--- src/rtl/riscv_pkg.sv ---
// Shared definitions for the instruction-memory boot loader.
// Holds the loader state encoding, instruction-memory geometry and the datapath width.
package riscv_pkg;

    localparam int unsigned XLEN       = 32;
    localparam int unsigned IMEM_DEPTH = 81;
    localparam logic [XLEN-1:0] IMEM_BASE = 32'h0000_0000;
    localparam int unsigned IMEM_CNT_W = 16;

    typedef enum logic [2:0] {
        LD_HDR0 = 3'd0,
        LD_HDR1 = 3'd1,
        LD_DATA = 3'd2,
        LD_CHK  = 3'd3,
        LD_DONE = 3'd4,
        LD_ERR  = 3'd5
    } ld_state_e;

endpackage

--- src/rtl/byte_to_word_packer.sv ---
// Assembles accepted bytes into little-endian 32-bit words.
// Ports:
//   clk, rst     - clock, synchronous active-high reset
//   clr          - synchronous clear for a restarted load
//   accept       - a payload byte is taken this cycle
//   data         - the payload byte
//   last_byte_c  - combinational: the next accepted byte completes a word
//   word_valid   - one-cycle pulse, the cycle after the 4th byte is accepted
//   word         - the completed word (held until the next word completes)
module byte_to_word_packer
    import riscv_pkg::*;
(
    input  logic            clk,
    input  logic            rst,
    input  logic            clr,
    input  logic            accept,
    input  logic [7:0]      data,
    output logic            last_byte_c,
    output logic            word_valid,
    output logic [XLEN-1:0] word
);

    logic [1:0]  idx;
    logic [23:0] lanes;

    assign last_byte_c = (idx == 2'd3);

    // Lower three lanes are staged; the 4th byte publishes the word so that
    // the output stays stable while the next word is being collected.
    always_ff @(posedge clk) begin
        if (rst || clr) begin
            idx        <= 2'd0;
            lanes      <= 24'd0;
            word_valid <= 1'b0;
            word       <= '0;
        end else begin
            word_valid <= 1'b0;
            if (accept) begin
                if (last_byte_c) begin
                    word       <= {data, lanes};
                    word_valid <= 1'b1;
                    idx        <= 2'd0;
                end else begin
                    case (idx)
                        2'd0:    lanes[7:0]   <= data;
                        2'd1:    lanes[15:8]  <= data;
                        default: lanes[23:16] <= data;
                    endcase
                    idx <= idx + 2'd1;
                end
            end
        end
    end

endmodule

--- src/rtl/imem_loader.sv ---
// Boot-time instruction-memory writer: header (word count, LSB first) then
// little-endian payload words, one memory write per word. Holds the core in
// reset until a full image has been written.
// Optional: IMEM_LOADER_CHECKSUM_EN adds a trailing XOR checksum byte.
// Ports:
//   clk, rst               - clock, synchronous active-high reset
//   start                  - restart pulse, honoured in DONE/ERR only
//   in_valid/in_data       - byte stream; in_ready is combinational from state
//   imem_we/addr/wdata     - instruction-memory write port
//   cpu_hold               - keeps the core in reset
//   load_done, load_err    - load status
module imem_loader
    import riscv_pkg::*;
#(
    parameter int unsigned     DEPTH     = IMEM_DEPTH,
    parameter logic [XLEN-1:0] BASE_ADDR = IMEM_BASE,
    parameter int unsigned     CNT_W     = IMEM_CNT_W
) (
    input  logic            clk,
    input  logic            rst,
    input  logic            start,
    input  logic            in_valid,
    input  logic [7:0]      in_data,
    output logic            in_ready,
    output logic            imem_we,
    output logic [XLEN-1:0] imem_addr,
    output logic [XLEN-1:0] imem_wdata,
    output logic            cpu_hold,
    output logic            load_done,
    output logic            load_err
);

    localparam logic [CNT_W-1:0] DEPTH_N   = CNT_W'(DEPTH);
    localparam logic [XLEN-1:0]  LAST_ADDR = BASE_ADDR + XLEN'(4 * DEPTH - 4);

    ld_state_e        state, next_state;
    logic [7:0]       n_lo;
    logic [CNT_W-1:0] n_words;
    logic [CNT_W-1:0] word_cnt;
    logic [CNT_W-1:0] n_full;
    logic             hs;
    logic             restart;
    logic             pk_accept;
    logic             pk_last;
    logic             last_word;
    logic             done_d, err_d, hold_d;
`ifdef IMEM_LOADER_CHECKSUM_EN
    logic [7:0]       xsum;
`endif

    assign hs        = in_valid && in_ready;
    assign restart   = start && ((state == LD_DONE) || (state == LD_ERR));
    assign n_full    = CNT_W'({in_data, n_lo});
    assign pk_accept = hs && (state == LD_DATA);
    assign last_word = (word_cnt == n_words - CNT_W'(1));

    // Byte acceptance depends on state only.
    always_comb begin
        in_ready = 1'b0;
        case (state)
            LD_HDR0, LD_HDR1, LD_DATA: in_ready = 1'b1;
`ifdef IMEM_LOADER_CHECKSUM_EN
            LD_CHK:                    in_ready = 1'b1;
`endif
            default:                   in_ready = 1'b0;
        endcase
    end

    // State register.
    always_ff @(posedge clk) begin
        if (rst) state <= LD_HDR0;
        else     state <= next_state;
    end

    // Next-state logic; the final transition is taken on the last byte so
    // no further byte is accepted during the final write cycle.
    always_comb begin
        next_state = state;
        case (state)
            LD_HDR0: if (hs) next_state = LD_HDR1;
            LD_HDR1: begin
                if (hs) begin
                    if (n_full == '0) begin
`ifdef IMEM_LOADER_CHECKSUM_EN
                        next_state = LD_CHK;
`else
                        next_state = LD_DONE;
`endif
                    end else if (n_full > DEPTH_N) begin
                        next_state = LD_ERR;
                    end else begin
                        next_state = LD_DATA;
                    end
                end
            end
            LD_DATA: begin
                if (pk_accept && pk_last && last_word) begin
`ifdef IMEM_LOADER_CHECKSUM_EN
                    next_state = LD_CHK;
`else
                    next_state = LD_DONE;
`endif
                end
            end
`ifdef IMEM_LOADER_CHECKSUM_EN
            LD_CHK:  if (hs) next_state = (in_data == xsum) ? LD_DONE : LD_ERR;
`endif
            LD_DONE, LD_ERR: if (start) next_state = LD_HDR0;
            default: next_state = LD_HDR0;
        endcase
    end

    // Status outputs follow the state one cycle later; start clears them.
    always_comb begin
        done_d = (state == LD_DONE) && !start;
        err_d  = (state == LD_ERR) && !start;
        hold_d = !done_d;
    end

    // Status registers.
    always_ff @(posedge clk) begin
        if (rst) begin
            load_done <= 1'b0;
            load_err  <= 1'b0;
            cpu_hold  <= 1'b1;
        end else begin
            load_done <= done_d;
            load_err  <= err_d;
            cpu_hold  <= hold_d;
        end
    end

    // Header capture, word counting and write addressing.
    always_ff @(posedge clk) begin
        if (rst || restart) begin
            n_lo      <= 8'd0;
            n_words   <= '0;
            word_cnt  <= '0;
            imem_addr <= BASE_ADDR;
        end else begin
            if (hs && (state == LD_HDR0)) n_lo    <= in_data;
            if (hs && (state == LD_HDR1)) n_words <= n_full;
            if (pk_accept && pk_last)     word_cnt <= word_cnt + CNT_W'(1);
            // Advance after each write, saturating at the last memory word.
            if (imem_we && (imem_addr != LAST_ADDR)) imem_addr <= imem_addr + XLEN'(4);
        end
    end

`ifdef IMEM_LOADER_CHECKSUM_EN
    // Running XOR over header and payload bytes.
    always_ff @(posedge clk) begin
        if (rst || restart) begin
            xsum <= 8'd0;
        end else if (hs && (state != LD_CHK)) begin
            xsum <= (state == LD_HDR0) ? in_data : (xsum ^ in_data);
        end
    end
`endif

    byte_to_word_packer u_packer (
        .clk         (clk),
        .rst         (rst),
        .clr         (restart),
        .accept      (pk_accept),
        .data        (in_data),
        .last_byte_c (pk_last),
        .word_valid  (imem_we),
        .word        (imem_wdata)
    );

endmodule

--- config.mk ---
export PLATFORM = sky130hd
export DESIGN_NAME = imem_loader
export DESIGN_NICKNAME = d
export VERILOG_FILES = /design/src/rtl/riscv_pkg.sv /design/src/rtl/byte_to_word_packer.sv /design/src/rtl/imem_loader.sv
export SDC_FILE = /design/constraint.sdc
export NUM_CORES = 1
export LEC_CHECK = 0
export CAP_MARGIN = 20
export CORE_UTILIZATION = 50
export CTS_CLUSTER_DIAMETER = 60
export CTS_CLUSTER_SIZE = 30
export DETAILED_ROUTE_END_ITERATION = 10
export GPL_TIMING_DRIVEN = 0
export HOLD_SLACK_MARGIN = 0.03
export PLACE_DENSITY_LB_ADDON = 0.05
export REMOVE_ABC_BUFFERS = 1
export SLEW_MARGIN = 20
export SYNTH_ARGS = -nofsm -noshare
export SYNTH_HDL_FRONTEND = slang
export SYNTH_SLANG_ARGS = --single-unit
--- constraint.sdc ---
create_clock -name clk -period 2.8 [get_ports clk]
set_clock_uncertainty 0.15 [all_clocks]
set_input_delay 0.84 -clock clk [delete_from_list [all_inputs] [get_ports clk]]
set_output_delay 0.84 -clock clk [all_outputs]
set_load 0.02 [all_outputs]
# After elaboration in Yosys (flattened, before gate mapping)
# Cells that the tools add are included.
# totals
latchBits,0
ramBits,0
romBits,0
register_bits,137
input_bits,12
n_memories,0
out_inout_bits,69
elab_cells,70
# op_classes
mul,0
addsub,4
div_mod_pow,0
n_reduce_logical,26
eq_ne,12
n_mux,10
shifts,0
order_cmp,1
n_bitwise,3
# op_table
cell,count
32-bit by 3-bit adder with 32-bit output (second input constant),1
32-bit by 9-bit inequality test with 1-bit output (second input constant),1
3-bit 2-to-1 mux,6
16-bit by 1-bit adder with 16-bit output (second input constant),1
16-bit equality test,1
16-bit by 7-bit > comparator with 1-bit output (second input constant),1
16-bit logical NOT,1
16-bit by 1-bit subtractor with 16-bit output (second input constant),1
3-bit one-hot mux with 4 select lines,1
1-bit logical AND,10
3-bit AND reduction,3
3-bit equality test (second input constant),2
2-bit inequality test (second input constant),3
2-bit OR reduction,3
4-bit AND reduction,1
3-bit by 1-bit equality test with 1-bit output (second input constant),1
3-bit by 2-bit equality test with 1-bit output (second input constant),1
3-bit logical NOT,1
1-bit inverter,3
3-bit OR reduction,1
2-bit by 1-bit adder with 2-bit output (second input constant),1
2-bit by 1-bit equality test with 1-bit output (second input constant),1
2-bit equality test (second input constant),1
1-bit logical NOT,2
6 further kinds,8

# Longest topological paths before layout
# Gate-level depths: netlist of the first run.
# logic_depth
ltp_word,9
depth_mapped,9
mapped_depth_nobuf,8

# By module
# Synthesis of the first run repeated with hierarchy kept, for this count alone.
# unflattened
hier_cells,740
hier_area_um2,6692.7
# by_module_without_submodules
mod,seq_area_each_um2,n_inst,cells_each,area_each_um2
imem_loader,1521.5,1,476,3896.2
byte_to_word_packer,1181.1,1,264,2796.4

# Least setup slack after synthesis of the first run
# No wires, ideal clock.
# synth_path
path_type,flip-flop to flip-flop
from,reg n_words[0]
to,reg state[1]
path_stages_with_launch,10
setup_ps,116
arrival_ps,2316
required_time_ps,2534
synth_period_minus_slack_ps,2582
n_path_buf,1
slack_ps,218
cell_sequence,dfxtp_1 > clkbuf_1 > inv_1 > ha_1 > or4b_4 > or4b_1 > a21oi_1 > o22ai_1 > nand4b_4 > a31o_1
# synth_via
elab_chain_cells,5
# synth_rtl
item,line_no,rtl
"start, declared",imem_loader.sv:38,logic [CNT_W-1:0] n_words;
"start signal, assigned",imem_loader.sv:142,if (hs && (state == LD_HDR1)) n_words <= n_full;
16-bit by 1-bit subtractor with 16-bit output,imem_loader.sv:55,assign last_word = (word_cnt == n_words - CNT_W'(1));
16-bit equality test,imem_loader.sv:55,
1-bit logical AND,imem_loader.sv:97,if (pk_accept && pk_last && last_word) begin
2-bit by 1-bit inequality test with 1-bit output (no source line),n/a,
4-bit AND reduction (no source line),n/a,
"end signal, assigned",imem_loader.sv:72,else state <= next_state;
"end, declared",imem_loader.sv:36,"ld_state_e state, next_state;"
# Every way passes these cells.
# A chain may end at the register's enable or synchronous reset.

# Worst setup path in the final report of the first run
# layout_path
from,in start
to,reg u_packer.word_valid
# layout_via
elab_chain_cells,3
# layout_rtl
item,line_no,rtl
"start, declared",imem_loader.sv:21,"input logic start,"
1-bit logical AND,imem_loader.sv:52,assign restart = start && ((state == LD_DONE) || (state == LD_ERR));
1-bit logical OR,byte_to_word_packer.sv:31,if (rst || clr) begin
2-bit OR reduction (no source line),n/a,
"end signal, assigned",byte_to_word_packer.sv:34,word_valid <= 1'b0;
"end signal, assigned",byte_to_word_packer.sv:37,word_valid <= 1'b0;
"end signal, assigned",byte_to_word_packer.sv:41,word_valid <= 1'b1;
"end, declared",byte_to_word_packer.sv:19,"output logic word_valid,"
# Every way passes these cells.

==> results.md, run 1 <==
Run status:
- The flow ran to the end, but the final reports show violations.
- The checks that failed: DRC.

Clock network:
- After clock tree synthesis, the clock-pin slew on the worst setup and hold paths is 0.06 ns.
- The number of buffers added by the clock tree synthesis step is 17.
- Counting along the longest clock path gives a buffer depth of 2.
- The worst-skew pair later-pin latency is 0.42 ns.
- The number of levels the H-tree was split into is 4.
- Counting every sink on the clock net gives 135.
- After clock tree synthesis, the flow added hold-fix buffers numbering 0.
- The tree is rooted in a clkbuf_16.
- The CTS tree is yes.

Power:
- The power density of the placed cells is 593 nW/um^2.
- The leakage power is 0.00267 uW.
- The worst-case IR drop observed on VDD is 0.000481 V.

Layout:
- The area of all placed cells without fillers is 7590 um^2.
- The number of nets in the layout is 827.
- The number of antenna cells inserted is 0.
- Compared with the post-synthesis result, the final layout area differs by 27.1%.
- The post-route netlist has 7.20% of its cells at a drive strength greater than 1.

Die:
- The placeable core region is 11500 um^2.
- The floorplan row count is 39.
- The chip width is 111 um.
- The initial utilization of the core area, before any placement, comes to 51.8%.
- The die outline height is 111 um.
- The die outline area is 12400 um^2.
- The top-level I/O count is 81.

Yosys:
- Sequential cells were found to cover 45.3% of the synthesized design area.
- The share of async-settable or async-resettable flops after synthesis is 0%.
- The mean cell area of the mapped netlist is 8.04 um^2.
- The number of synthesized register bits is 135.
- The summed instance area of the synthesized netlist is 5970 um^2.
- During synthesis, Yosys emitted a total of 0 warnings.
- The number of enable-type register cells in the synthesized netlist is 0.
- The cell count after synthesis is 743.
- The number of unique standard cell types used by synthesis is 52.
- The commonest register cell after synthesis is dfxtp_1.

Timing:
- Setup violations remaining at the end of the flow were counted as 0.
- The pin slew with the least headroom to its limit is 0.928 ns.
- Measured against its own limit, the worst slew margin works out to 37.7%.
- The highest clock frequency the design can meet is 373 MHz.
- Setup repair after global routing left no endpoint under its margin.
- The number of hold-slack violations in the final timing report is 0.
- The final total negative setup slack is 0 ns.
- After layout, the minimum clock period comes to 2.68 ns.
- The final critical path takes up 95.8% of the cycle.
- The number of slew-limit violations in the final report came to 0.

Drt:
- The detail-routed net length per standard cell is 15.4 um.
- The overall via count from detail_route is 5373.
- The detailed-route vias per instance is 5.58.
- Before antenna repair, the detailed router went through 8 iterations.
- Once detail routing completed, the nets flagged for antenna violations numbered 0.
- In this run, the number of DRC markers left after iteration 0 of detailed routing was 449.
- The DRC violations left is 10.
- Wires add up to 14800 um.

Critical path:
- For this run, the slowest stage of the critical path takes 0.60 ns.
- The worst register-to-register path has a depth of 8.
- The worst endpoint data arrival time is 2.82 ns.
- Setup slack on the worst reg-to-reg path comes out at 0.13 ns.
- The critical path goes through clkdlybuf4s50_1 -> inv_1 -> o21ai_4 -> buf_16 -> buf_16 -> buf_16 -> nor2_1.
- The critical path's top delay family is buffers and inverters.
- Data on the critical path is required at its endpoint by 2.93 ns.
- The cell repeated most along the worst path is buf_16.
- The beginning of the critical path is start.
- The critical-path cell with the highest stage delay is o21ai_4.
- The setup path with the least slack is of type input port to register.
- The total buffers and inverters traversed by the critical path is 5.
- In this run the critical register-to-register path is captured at state[1].
- The worst register-to-register path begins at n_words[0].
- The worst-path maximum fanout is 32.
- The critical path launch point type is an input port.
- The endpoint class of the critical path is a register.

Min path:
- The startpoint of the tightest hold check path is u_packer.lanes[7].
- The path type of the worst min-delay path is register to register.
- The count of cells along the worst hold path is 2.
- The end point of the worst hold path is u_packer.word[7].

Placement:
- The final weighted congestion in routability-driven placement is 0.835.
- Once placement finished, the instance area stood at 6900 um^2.
- The detailed-placement wirelength estimate is 9720 um.
- In this run the tool buffered the top-level ports with 78 buffer cells.

Global route:
- The wire length of the first global-routing pass is 24600 um.
- The pin count of the biggest net entering global routing is 35.
- For this run the aggregate overflow at the end of global routing stands at 0.
- For this run, the total global-route usage over all layers was measured as 24.8%.
- The number of global-route vias before repair was 4989.
- The initial antenna violation count is 0.

Run:
- The number of max-capacitance violations reported is 0.
[power breakdown]
part	internal (uW)	leakage, uW	switching, uW
combinational	90.1	0.00128	144
sequential	1940	0.00109	26.9
clock	1470	0.000299	830
total	3500	0.00267	1000
[cell type report]
cell class                      instances  area (um^2)
Tap cell                              143          179
Timing Repair Buffer                   87          935
Fill cell                             939         3930
Clock inverter                         11          146
Clock buffer                           21          470
Inverter                               17         63.8
Sequential cell                       135         2700
Multi-Input combinational cell        549         3090
[timing repair]
| action | in CTS | in global routing |
|---|---|---|
| hold endpoints to repair | 0 | 0 |
| cloned | 1 | 0 |
| resized for setup | 4 | 4 |
| pin swaps | 1 | 1 |
| setup buffers | 2 | 2 |
| setup endpoints to repair | 59 | 15 |
[worst reg2reg max path, stage by stage (launching register included)]
cell      delay [ns]
dfxtp_2         0.35
inv_1           0.11
ha_4            0.18
or4b_4          0.49
or4b_1          0.51
a21oi_1         0.16
o22ai_1         0.12
nand4b_4        0.22
a31o_1          0.26
[registers in the layout (all words and copies together), names as in the netlist]
register and flops:
u_packer.word 32, imem_addr 30, u_packer.lanes 24, n_words 16, word_cnt 16, n_lo 8
state 3, u_packer.idx 2, cpu_hold 1, load_done 1, load_err 1, u_packer.word_valid 1
[cell usage after synthesis (2+ instances only)]
| cell | count | area share [%] |
|---|---|---|
| o31ai_1 | 2 | 0.25 |
| ha_1 | 8 | 1.7 |
| nand2b_1 | 3 | 0.31 |
| o21ai_0 | 10 | 0.84 |
| and4_1 | 5 | 0.73 |
| nor4b_1 | 4 | 0.59 |
| o21bai_1 | 2 | 0.25 |
| o22ai_1 | 2 | 0.21 |
| nand2_1 | 166 | 10 |
| nor2_1 | 62 | 3.9 |
| buf_1 | 3 | 0.19 |
| nor4_1 | 9 | 0.94 |
| a31oi_1 | 2 | 0.21 |
| xnor2_1 | 21 | 3.1 |
| a41oi_1 | 3 | 0.44 |
| nand4_1 | 22 | 2.3 |
| and3_1 | 7 | 0.73 |
| and2_1 | 4 | 0.42 |
| a2111oi_4 | 2 | 0.92 |
| xor2_1 | 38 | 5.6 |
| dfxtp_1 | 135 | 45 |
| nor2b_1 | 2 | 0.21 |
| clkbuf_1 | 38 | 2.4 |
| buf_4 | 2 | 0.25 |
| or3_1 | 3 | 0.31 |
| nand3_1 | 38 | 3.2 |
| nor3_1 | 17 | 1.4 |
| a311oi_1 | 4 | 0.59 |
| inv_1 | 17 | 1.1 |
| a21oi_1 | 90 | 7.5 |
[worst max path at each step]
stage	end	slack (ns)	cells after the start
after floorplan	imem_addr[10]	-5.27	3
after global placement	imem_addr[30]	-9.37	4
after detailed placement	state[1]	-1.45	8
after CTS	state[1]	0.03	8
after global routing	state[1]	0.02	8
final	u_packer.word_valid	0.12	7
[cell usage in the layout (no fill, tap or decap), types with 4 or more instances in the layout]
cell / instances
dfxtp_1: 134
nor4_1: 9
nor4b_1: 4
nand3_1: 38
nor3_1: 16
buf_16: 4
inv_1: 17
buf_4: 4
clkbuf_16: 17
o21ai_0: 9
a21oi_1: 90
nand4_1: 22
nor2_1: 62
nand2_1: 165
xnor2_1: 21
and4_1: 5
xor2_1: 38
and3_1: 7
clkdlybuf4s50_1: 77
ha_1: 7
a311oi_1: 4
[through the flow]
step	total power, uW	std cells	hold slack, ns	utilization (%)	setup WS [ns]
final	4500	963	0.301	65.9	0.117
after global routing	4640	963	0.324	65.9	0.0180
after global placement	2200	921	0.288	58.6	-9.37
after detailed placement	2240	926	0.296	60.0	-1.45
after floorplan	2130	700	0.282	-	-5.27
after CTS	4530	961	0.304	65.6	0.0257
[logic make-up (layout without fill, tap and decap cells)]
group           Yosys count  in the layout  synth area share, %
xor+xnor                 59             59                 8.65
buf+inv                  61            136                 4.09
compound gates          125            125                 12.5
flops                   135            135                 45.3
simple gates            353            354                 27.6
other cells               1              2               0.0628
fa+ha+maj                 8              8                 1.68
mux                       1              1                0.168
[metal layers]
layer	global-route usage [%]	vias to the layer above	wire (um)
li1	-	2657	-
met1	32.7	2544	6830
met2	38.9	140	6850
met3	5.30	32	738
met4	11.6	0	393
met5	0	-	0
No activity file was read; power rests on OpenSTA's default activity.
==> run 2: changes to the inputs <==
--- a/config.mk
+++ b/config.mk
@@ -13,6 +13,7 @@
 export GPL_TIMING_DRIVEN = 0
 export HOLD_SLACK_MARGIN = 0.03
 export PLACE_DENSITY_LB_ADDON = 0.05
+export RECOVER_POWER = 100
 export REMOVE_ABC_BUFFERS = 1
 export SLEW_MARGIN = 20
 export SYNTH_ARGS = -nofsm -noshare
==> run 2 against run 1 <==
Net effect:
- clock-buffer cell count unchanged
- flip-flop and latch count unchanged
- the run still ends with DRC left
- global-route usage unchanged
- cell count unchanged
- die area unchanged
- sequential share of layout area increased by 0.15 points
- combinational power decreased by 2%
==> results.md, run 2 (synthesis gave the netlist of run 1 again) <==
Power:
- The share of total power in combinational logic is 5.1% (about the same).
- The fraction of power spent switching nets is 22.2% (-0.025 points).
- The proportion of power drawn by the clock network is 51.2% (about the same).
- The leakage power came to 0.00288 uW (+8.1%).
- The design internal power came to 3490 uW (-0.14%).
- The power density of the placed cells was 595 nW/um^2 (+0.25%).
- The sequential fraction of design power is 43.8% (about the same).
- The post-route total power was 4490 uW (-0.18%).
- The switching power is 998 uW (-0.29%).
- The largest vdd supply drop is 0.000480 V (-0.24%).

Run:
- The number of max-capacitance violations reported is 0 (unchanged).

Timing:
- The number of hold-slack violations in the final timing report was 0 (unchanged).
- The number of slew-limit violations in the final report is 0 (unchanged).
- Setup repair after global routing left no endpoint under its margin.
- The remaining max-slew budget at the tightest pin is 38.3% (+0.66 points).
- The highest clock frequency the design can meet came to 373 MHz (+0.13%).
- The final period demand of the worst path came to 2.68 ns (-0.00353 ns).
- The setup-violating endpoint count in the final report is 0 (unchanged).
- The worst setup margin came to 0.121 ns (+0.00353 ns).
- The post-route fraction of the period consumed by the critical path is 95.7% (-0.13 points).
- The pin slew with the least headroom to its limit is 0.918 ns (-0.00979 ns).

Global route:
- The combined global-route utilization of all metal layers is 24.8% (unchanged).
- The global-route congestion overflow total is 0 (unchanged).
- The number of global-route vias before repair is 4989 (unchanged).
- The initial antenna violation count is 0 (unchanged).
- The pin count of the biggest net entering global routing came to 35 (unchanged).
- The wire length of the first global-routing pass is 24600 um (unchanged).

Drt:
- The first-pass iteration count of the detailed router was 9 (+1).
- The detail-routed net length per standard cell is 15.3 um (-0.22%).
- The sum of met2 wire segment lengths after detailed routing came to 6830 um (-0.18%).
- The routed wire length on met3 is 672 um (-8.9%).
- The detailed-route vias per instance is 5.59 (+0.17%).
- The DRC violations left came to 10 (unchanged).
- The wire length on met1 came to 6880 um (+0.75%).
- The detailed router's first-iteration violation count came to 382 (-15%).
- The overall routed net length is 14800 um (-0.22%).
- The residual antenna-violating net count after detailed routing was 0 (unchanged).
- The overall via count from detail_route was 5382 (+0.17%).
- The highest layer touched by signal routing is met4.

Critical path:
- The critical-path cell with the highest stage delay is dfxtp_1.
- The total buffers and inverters traversed by the critical path is 1 (-4).
- The total number of cells along the worst setup path is 2 (-5).
- The data required time of the worst path came to 1.81 ns (-1.12 ns).
- The endpoint class of the critical path is an output pin.
- The stage delay of the slowest cell on the critical path came to 0.59 ns (about the same).
- The startpoint of the most critical register-to-register path is n_words[0].
- The worst-path maximum fanout is 13 (-59%).
- The worst endpoint data arrival time was 1.69 ns (-1.13 ns).
- Walking the worst path, the cells encountered are a21oi_1 -> clkdlybuf4s50_1.
- The number of cells on the worst reg-to-reg path is 8 (unchanged).
- The critical path in this run is classified as register to output pin.
- The critical path's top delay family is flip-flops.
- The critical path launch point type is a register.
- The critical path starts at state[0].

Placement:
- The detailed-placement wirelength estimate is 9720 um (unchanged).
- The placement-stage worst setup slack was -1.45 ns (unchanged).
- The number of buffers inserted by port buffering was 78 (unchanged).
- The final weighted congestion in routability-driven placement was 0.835 (unchanged).

Layout:
- Leaving out fill and tap cells, the most frequent cell in the layout is nand2_1.
- The number of flip-flops in the largest register is 32 (unchanged).
- The fraction of layout instances using a drive strength above 1 is 7.07% (-0.12 points).
- The number of nets in the layout is 827 (unchanged).
- In the final layout, the registers with the most flip-flops are u_packer.word: 32 flops, imem_addr: 30 flops, u_packer.lanes: 24 flops.
- The post-layout utilization of the core is 65.6% (-0.28 points).
- The largest register by flop count is u_packer.word.
- The number of antenna cells inserted is 0 (unchanged).
- Leaving out fill and tap cells, the most frequent cells in the layout are 165 x nand2_1, 134 x dfxtp_1, 90 x a21oi_1, 68 x dlygate4sd3_1, 62 x nor2_1.
- Compared with the post-synthesis result, the final layout area differs by 26.6%.

Clock network:
- TritonCTS built the clock tree.
- The number of buffers added by the clock tree synthesis step was 17 (unchanged).
- The CTS clock-pin slew for the worst setup and hold paths was 0.06 ns (about the same).
- The number of levels the H-tree was split into is 4 (unchanged).
- The number of hold buffers added after cts is 0 (unchanged).
- The worst-skew pair later-pin latency is 0.42 ns (about the same).
- The number of sinks handled by clock tree synthesis came to 135 (unchanged).
- The tree is rooted in a clkbuf_16.
- The deepest clock path buffer count came to 2 (unchanged).

Min path:
- In this run the worst hold path is classified as register to register.
- The startpoint of the tightest hold check path is u_packer.word[13].
- The count of cells along the worst hold path is 2 (unchanged).

Die:
- The starting density of the core came to 51.8% (unchanged).
- The chip width was 111 um (unchanged).
- The floorplan row count came to 39 (unchanged).
- The die outline height is 111 um (unchanged).
- The placeable core region was 11500 um^2 (unchanged).
- The die outline area is 12400 um^2 (unchanged).
- The top-level I/O count is 81 (unchanged).

Run status:
- The final reports fail on DRC.
- The run finished, with violations left.
run 2: power groups by stage:
stage / registers [uW] / clock network (uW) / logic, uW
floorplan: 2000 / 0 / 131
global placement: 2010 / 0 / 199
detailed placement: 2010 / 0 / 230
CTS: 1970 / 2330 / 232
global route: 1970 / 2420 / 249
finish: 1970 / 2300 / 229
run 2: worst register-to-register path: cells and delay by family, from the launching register on:
family	cells	cell delay (ns)
AO/OA/AOI/OAI	3	0.53
buffers and inverters	1	0.11
AND/OR/NAND/NOR	3	1.22
adder cells (fa/ha/maj)	1	0.18
flip-flops	1	0.35
run 2: layer usage:
layer / up-vias / track usage (%)
met3: 31 / 5.30
li1: 2663 / -
met1: 2533 / 32.7
met5: - / 0
met2: 155 / 38.9
met4: 0 / 11.6
run 2: through the flow:
| stage | hold slack [ns] | setup TNS, ns | cells | instance area, um^2 |
|---|---|---|---|---|
| after global routing | 0.322 | 0 | 963 | 7560 |
| after global placement | 0.288 | -1186.79 | 921 | 6750 |
| final | 0.298 | 0 | 963 | 7560 |
| after detailed placement | 0.296 | -50.29 | 926 | 6900 |
| after CTS | 0.304 | 0 | 961 | 7560 |
| after floorplan | 0.282 | -666.41 | 700 | 5790 |
run 2: final timing paths:
kind	to	slack, ns
worst max-delay path	in_ready	0.12
worst min-delay path	u_packer.word[13]	0.30
worst max register to register	state[1]	0.15
worst min register to register	u_packer.word[13]	0.30
run 2: layout make-up:
| cell class | instances | area, um^2 |
|---|---|---|
| multi-input cells | 549 | 3090 |
| flip-flops and latches | 135 | 2700 |
| repair buffers | 87 | 902 |
| inverters | 17 | 63.8 |
| fillers | 942 | 3960 |
| clock buffers | 21 | 470 |
| clock inverters | 11 | 146 |
| well taps | 143 | 179 |
run 2: repair_timing:
action	4_1_cts	5_1_grt
gates resized for setup	4	4
endpoints found under the setup margin	59	15
setup buffers	2	2
cloned	1	0
pin swaps	1	1
